### src/rtl/avg3_stream_frontend.sv
// avg3_stream_frontend
//   Upstream driver and result collector for a fixed-latency, non-stalling
//   3-input averaging pipeline. Input bytes are packed into triplets and
//   issued on a/b/c. Each triplet is tracked through the pipeline latency,
//   and its average is captured into a small result FIFO. Results are
//   presented as a valid/ready byte stream. A credit check on byte 2 of
//   every triplet guarantees that no result can arrive at a full FIFO.
//
//   Optional feature: define AVG3_FLUSH_EN to add flush/flush_drop.
//
// Ports
//   clk, rst              clock, synchronous active-high reset
//   flush, flush_drop     (AVG3_FLUSH_EN only) discard partial triplet / pulse
//   s_valid/s_ready/s_data  input byte stream
//   a, b, c, issue        triplet to the averaging pipeline (registered)
//   avg_in                average returned by the pipeline, LAT cycles later
//   m_valid/m_ready/m_data  result byte stream
module avg3_stream_frontend #(
  parameter int unsigned LAT   = 3,
  parameter int unsigned DEPTH = 4
) (
  input  logic       clk,
  input  logic       rst,
`ifdef AVG3_FLUSH_EN
  input  logic       flush,
  output logic       flush_drop,
`endif
  input  logic       s_valid,
  output logic       s_ready,
  input  logic [7:0] s_data,
  output logic [7:0] a,
  output logic [7:0] b,
  output logic [7:0] c,
  output logic       issue,
  input  logic [7:0] avg_in,
  output logic       m_valid,
  input  logic       m_ready,
  output logic [7:0] m_data
);

  localparam int unsigned PW = $clog2(DEPTH);          // FIFO pointer width
  localparam int unsigned CW = $clog2(DEPTH + 1);      // FIFO count width
  localparam int unsigned SW = $clog2(DEPTH + LAT + 2); // credit sum width

  logic [1:0]     r_cnt;
  logic [7:0]     r_byte0;
  logic [7:0]     r_byte1;
  logic [7:0]     r_a;
  logic [7:0]     r_b;
  logic [7:0]     r_c;
  logic           r_issue;
  logic [LAT-1:0] r_vld;
  logic [7:0]     r_mem [DEPTH];
  logic [PW-1:0]  r_wptr;
  logic [PW-1:0]  r_rptr;
  logic [CW-1:0]  r_count;

  logic           w_acc;
  logic           w_flush;
  logic           w_wr;
  logic           w_rd;
  logic [SW-1:0]  w_inflight;
  logic           w_credit_ok;

`ifdef AVG3_FLUSH_EN
  logic r_flush_drop;
  assign w_flush    = flush;
  assign flush_drop = r_flush_drop;

  // One-cycle pulse only when a partial triplet is actually discarded.
  always_ff @(posedge clk) begin
    if (rst) r_flush_drop <= 1'b0;
    else     r_flush_drop <= flush && (r_cnt != 2'd0);
  end
`else
  assign w_flush = 1'b0;
`endif

  // Triplets issued but not yet captured: the issue slot plus the delay line.
  always_comb begin
    w_inflight = SW'(r_issue);
    for (int unsigned i = 0; i < LAT; i++) begin
      w_inflight = w_inflight + SW'(r_vld[i]);
    end
  end

  // A pop in the current cycle is deliberately not credited.
  assign w_credit_ok = (SW'(r_count) + w_inflight) < SW'(DEPTH);
  assign s_ready     = !rst && ((r_cnt != 2'd2) || w_credit_ok);
  assign w_acc       = s_valid && s_ready;

  // Byte collection and triplet issue.
  always_ff @(posedge clk) begin
    if (rst) begin
      r_cnt   <= 2'd0;
      r_byte0 <= 8'd0;
      r_byte1 <= 8'd0;
      r_a     <= 8'd0;
      r_b     <= 8'd0;
      r_c     <= 8'd0;
      r_issue <= 1'b0;
    end else begin
      r_issue <= 1'b0;
      if (w_flush) begin
        // Flush wins over a same-cycle accept: that byte is discarded too.
        r_cnt <= 2'd0;
      end else if (w_acc) begin
        case (r_cnt)
          2'd0: begin
            r_byte0 <= s_data;
            r_cnt   <= 2'd1;
          end
          2'd1: begin
            r_byte1 <= s_data;
            r_cnt   <= 2'd2;
          end
          default: begin
            r_a     <= r_byte0;
            r_b     <= r_byte1;
            r_c     <= s_data;
            r_issue <= 1'b1;
            r_cnt   <= 2'd0;
          end
        endcase
      end
    end
  end

  // Valid delay line mirroring the pipeline latency.
  always_ff @(posedge clk) begin
    if (rst) begin
      r_vld <= '0;
    end else begin
      r_vld[0] <= r_issue;
      for (int unsigned i = 1; i < LAT; i++) begin
        r_vld[i] <= r_vld[i-1];
      end
    end
  end

  assign w_wr = r_vld[LAT-1];
  assign w_rd = m_valid && m_ready;

  // Result FIFO; pointers wrap naturally because DEPTH is a power of 2.
  always_ff @(posedge clk) begin
    if (rst) begin
      for (int unsigned i = 0; i < DEPTH; i++) begin
        r_mem[i] <= 8'd0;
      end
      r_wptr  <= '0;
      r_rptr  <= '0;
      r_count <= '0;
    end else begin
      if (w_wr) begin
        r_mem[r_wptr] <= avg_in;
        r_wptr        <= r_wptr + PW'(1);
      end
      if (w_rd) begin
        r_rptr <= r_rptr + PW'(1);
      end
      case ({w_wr, w_rd})
        2'b10:   r_count <= r_count + CW'(1);
        2'b01:   r_count <= r_count - CW'(1);
        default: r_count <= r_count;
      endcase
    end
  end

  assign a       = r_a;
  assign b       = r_b;
  assign c       = r_c;
  assign issue   = r_issue;
  assign m_valid = (r_count != CW'(0));
  assign m_data  = r_mem[r_rptr];

endmodule

### config.mk
export PLATFORM = sky130hd
export DESIGN_NAME = avg3_stream_frontend
export DESIGN_NICKNAME = d
export VERILOG_FILES = /design/src/rtl/avg3_stream_frontend.sv
export SDC_FILE = /design/constraint.sdc
export NUM_CORES = 1
export LEC_CHECK = 0
export ABC_AREA = 1
export BUFFER_PORTS_ARGS = -buffer_cell sky130_fd_sc_hd__buf_2
export CORE_MARGIN = 1
export CORE_UTILIZATION = 44
export CTS_BUF_LIST = sky130_fd_sc_hd__clkbuf_2
export CTS_CLUSTER_DIAMETER = 30
export DETAILED_ROUTE_END_ITERATION = 10
export MAX_ROUTING_LAYER = met4
export PLACE_DENSITY = 0.63
export SLEW_MARGIN = 20
export SYNTH_ARGS = -nofsm -noshare
export SYNTH_HDL_FRONTEND = slang
export SYNTH_SLANG_ARGS = --single-unit
### constraint.sdc
create_clock -name clk -period 2.68 [get_ports clk]
set_clock_uncertainty 0.2 [all_clocks]
set_input_delay 0.536 -clock clk [delete_from_list [all_inputs] [get_ports clk]]
set_output_delay 0.536 -clock clk [all_outputs]
set_load 0.05 [all_outputs]
### Word-level counts from Yosys, hierarchy flattened

Memories as Yosys holds them, arrays and structs flattened. A register that Yosys moved wholly into a read port is not among the register bits.
Index checks and enable logic that the tools add are counted.

| word-level totals | value |
|---|---|
| memories | 1 |
| output and inout bits | 35 |
| RAM bits | 32 |
| input bits | 20 |
| ROM bits | 0 |
| latch bits | 0 |
| register bits | 53 |
| logic and storage cells | 54 |

| operators by class | value |
|---|---|
| multiplexer cells | 13 |
| bitwise gates (word level) | 2 |
| equal/unequal tests | 4 |
| shift-type cells | 0 |
| reduce and logical (&&, ||, !) cells | 14 |
| divide/modulo/power cells | 0 |
| $add $sub $neg | 8 |
| $lt $le $gt $ge | 1 |
| multipliers | 0 |

Memory list:

| name | words | bits a word | rd ports | clocked after memory_dff | wr ports | line | RTL |
|---|---|---|---|---|---|---|---|
| r_mem | 4 | 8 | 1 | 1 | 4 | 53 | `logic [7:0] r_mem [DEPTH];` |

Operators with widths:

| operator | count |
|---|---|
| 8-bit 2-to-1 mux | 1 |
| 8-bit OR reduction | 1 |
| 1-bit 2-to-1 mux | 7 |
| 2-bit 2-to-1 mux | 3 |
| 3-bit one-hot mux with 2 select lines | 1 |
| 2-bit AND reduction | 3 |
| 2-bit by 1-bit adder with 2-bit output (second input constant) | 2 |
| 3-bit by 1-bit adder with 4-bit output | 1 |
| 3-bit by 4-bit adder with 4-bit output | 1 |
| 2-bit by 1-bit equality test with 1-bit output (second input constant) | 2 |
| 4-bit by 3-bit less-than comparator with 1-bit output (second input constant) | 1 |
| 2-bit one-hot mux with 2 select lines | 1 |
| 2-bit OR reduction | 2 |
| 2-bit by 1-bit adder with 3-bit output | 1 |
| 3-bit by 1-bit adder with 3-bit output (second input constant) | 1 |
| 1-bit logical AND | 3 |
| 3-bit nonzero test | 1 |
| 3-bit by 1-bit subtractor with 3-bit output (second input constant) | 1 |
| 1-bit by 1-bit adder with 2-bit output | 1 |
| 2-bit equality test (second input constant) | 1 |
| 2-bit logical NOT | 1 |
| 2-bit != test (second input constant) | 1 |
| 1-bit NOT | 2 |
| 2-bit nonzero test | 1 |
| other kinds (2) | 2 |

### Depth between registers and ports, before layout

| logic depth | value |
|---|---|
| depth in word-level cells | 10 |
| gate-level depth with buffers | 12 |
| mapped depth without buffers | 11 |

### Worst setup path before layout

No wires, ideal clock.

| timing path | value |
|---|---|
| path kind | register -> output |
| from | register r_issue, in the netlist issue |
| to | output port s_ready |
| path buffers | 0 |
| arrival time | 2,372 ps |
| slack | -428 ps |
| required time | 1,944 ps |
| cell stages (with the launch flop) | 8 |
| cells stage by stage | dfxtp_1 -> fa_1 -> ha_1 -> nand2_1 -> nand2_1 -> nand2_1 -> nand2_1 -> a21oi_1 |

| on the way | value |
|---|---|
| cells in the longest elaborated chain, start to end | 7 |

RTL lines:

| element | line | RTL |
|---|---|---|
| start: declaration | 51 | `logic r_issue;` |
| start signal: assignment | 101 | `r_issue <= 1'b0;` |
| start signal: assignment | 103 | `r_issue <= 1'b0;` |
| start signal: assignment | 121 | `r_issue <= 1'b1;` |
| 1-bit by 1-bit adder with 2-bit output | 83 | `w_inflight = w_inflight + SW'(r_vld[i]);` |
| 2-bit by 1-bit adder with 3-bit output | 83 |  |
| 3-bit by 1-bit adder with 4-bit output | 83 |  |
| 3-bit by 4-bit adder with 4-bit output | 88 | `assign w_credit_ok = (SW'(r_count) + w_inflight) < SW'(DEPTH);` |
| 4-bit by 3-bit less-than comparator with 1-bit output | 88 |  |
| 1-bit logical OR | 89 | `assign s_ready = !rst && ((r_cnt != 2'd2) \|\| w_credit_ok);` |
| 1-bit logical AND | 89 |  |
| end: declaration | 29 | `output logic s_ready,` |

No other way between the ends.

### Final worst setup path

Ends and elaborated chain as after synthesis.

==> reports/results.ini <==
[sta]
hold_violations=0
maxSlewViolCount=0
max_clock_freq_mhz=347
final.period_utilization_pct=107
rsz0062_at_grt=true
min_period_ns=2.88
finalSetupViolCount=1
slew_headroom_pct=71.9
fin_tns_setup_ns=-0.201
hold_ws_ns=0.0456
tightest_slew_ns=0.420
setup_ws_ns=-0.201

[synth]
synth_area_leaders=dfxtp_1 (31%), edfxtp_1 (27%), nor2_1 (10%)
synth_warnings=0
synth_cell_type_count=23
avgSynthCellArea_sq_um=8.37
synth_ff_type=dfxtp_1
synth_compound_area_share_pct=10.9
synth-xor-area-share_pct=0
synthTopCellsByCount=nor2_1 (96), inv_1 (64), nand2_1 (62)
syn_nets=449
synth_top_area_cell=dfxtp_1
yosysMostFrequentCell=nor2_1
synthMuxAreaShare_pct=0
yosys.area_share.adder_pct=2.19
synthArstFlopShare_pct=0
synth-edff-count=32
seq_area_frac_synth_pct=58.1
synth_top_area_share_pct=31.0
syn_inst=424
yosys.area_share.simple_pct=19.3
ys_ff_latch=87
syn_area_sq_um=3550
synth_top_family_by_area=simple AND/OR/NAND/NOR gates

[hold_path]
hold_path_depth=3
hold_path.startpoint=s_data[0]
hold_path.class=in2reg

[routing]
wl_per_cell_um=12.2
num_vias=2792
top_layer=met4
met3_length_um=307
wl_um=7230
vias_per_cell=4.71
dr_wl_met2_um=3220
drc=0
final_antenna_net_count=0
drtIter0Drc=107
wl_met1_um=3660
firstDrtPassIters=4

[grt]
antenna_found_initial=0
gr-total-overflow=0
grt.total_usage_pct=18.8
grt_pass1_vias=2607
grt_pass1_wl_um=12100
grt_max_degree=49

[worst_setup_path]
setup.worst_path.end=s_ready
path_max_fanout=2
start_kind=flop
critPathRequiredTime_ns=1.94
startpoint=issue$_SDFF_PP0_
worstReg2RegStart=issue$_SDFF_PP0_
worstSetupPathType=reg2out
timing.rr.end=c[2]$_SDFFE_PP0P_
arrival_ns=2.14
end_kind=output pin
rrSetupSlack_ns=0.41
r2r_cells=12

[placement]
numPortBuffers=54
gp_congestion=0.759
dp_slack_ns=0.248
dp_cells=572
hpwl_um=4790

[cells_and_area]
drive_gt1_share_pct=19.1
antenna_cells=0
n_fill_cell=765
finalNonFillerCells=593
fin_nets=511
area_delta_synth_final_pct=16.1

[clock_network]
clk_pin_slew_worst_paths_ns=0.26
cts_root_buf=clkbuf_2
worstSkewPairLatency_ns=0.53
numClockSinks=87
htreeDepth=3
cts_tree=yes
cts_inserted_buffers=9
clockBufferDepth=2

[status]
status=finished with violations
violations=negative setup slack

[floorplanning]
dieArea_sq_um=8430
boundaryPins=55
dieHeight_um=91.8
initial_core_util_pct=45.7
die_w_um=91.8
core_sq_um=7770
rows=32

[power]
power_leakage_nw=1.95
ir_worst_vdd_mv=0.259
power.density_nw_per_um2=542

[flow_run]
cap_violations=0

## per-layer routing
layer / vias up / global-route usage [%]
met4: 0 / 5.60
li1: 1469 / -
met1: 1260 / 25.5
met5: - / -
met3: 4 / 4.06
met2: 59 / 28.6
## critical path, cell delays in order, from the launching register on
cell and delay [ns]:
dfxtp_2 0.38, fa_1 0.54, ha_1 0.22, nand2_1 0.05, nand2_1 0.04, nand2_1 0.06, nand2_2 0.07, a21oi_4 0.12
buf_6 0.17
## worst min path at each step
stage / endpoint / slack (ns)
after floorplan: r_vld[2]$_SDFF_PP0_ / 0.20
after global placement: r_vld[2]$_SDFF_PP0_ / 0.23
after detailed placement: r_vld[2]$_SDFF_PP0_ / 0.22
after CTS: c[0]$_SDFFE_PP0P_ / 0.02
after global routing: c[4]$_SDFFE_PP0P_ / 0.02
final: c[0]$_SDFFE_PP0P_ / 0.05
## cells in the final DEF, fill, tap and decap left out, types with 8 or more instances in the layout
cell / synthesis / final
o21ai_0: 40 / 40
o22ai_1: 8 / 8
edfxtp_1: 32 / 32
dfxtp_1: 55 / 53
nor3_1: 8 / 8
inv_1: 64 / 62
a21oi_1: 27 / 26
buf_4: 2 / 13
buf_2: 6 / 53
nor2_1: 96 / 96
clkbuf_2: 1 / 9
nand2_1: 62 / 61
## through the flow
step / util (%) / power [mW] / area [sq um]
final: 53.0 / 2.23 / 4120
after global routing: 53.0 / 2.33 / 4120
after CTS: 52.6 / 2.25 / 4090
after detailed placement: 50.9 / 1.59 / 3950
after global placement: 50.9 / 1.58 / 3950
after floorplan: - / 1.54 / 3560
## registers in the layout (all words and copies together) (netlist names), 3 cells and up, named ones only
name and flops:
r_count 3, r_vld 3, r_mem 32, c 8
b 8, a 8, r_byte0 8, r_byte1 8
## logic make-up (layout without fill, tap and decap cells)
| group | Yosys count | in the layout |
|---|---|---|
| simple gates | 174 | 174 |
| flops | 87 | 87 |
| buf+inv | 83 | 150 |
| compound gates | 75 | 75 |
| fa+ha+maj | 5 | 5 |
## power breakdown
| part | switching, mW | total, mW | internal [mW] |
|---|---|---|---|
| clock network | 0.454 | 0.672 | 0.219 |
| logic | 0.103 | 0.144 | 0.0409 |
| registers | 0.0137 | 1.42 | 1.40 |
## area by class of cell
class / instances / area (sq um) / area share [%]
tap: 102 / 128 / 3.10
timing repair buffer: 68 / 394 / 9.57
clock buffer: 9 / 45.0 / 1.09
clock inverter: 7 / 72.6 / 1.76
multi-input combinational: 254 / 1160 / 28.2
inverter: 66 / 254 / 6.16
sequential: 87 / 2060 / 50.1
## timing repair
item	4_1_cts	5_1_grt
buffers inserted	1	4
endpoints found under the setup margin	1	7
resized for setup	4	2
hold endpoints to repair	0	0
hold buffers	0	0
Power figures use the tool's default switching activity.
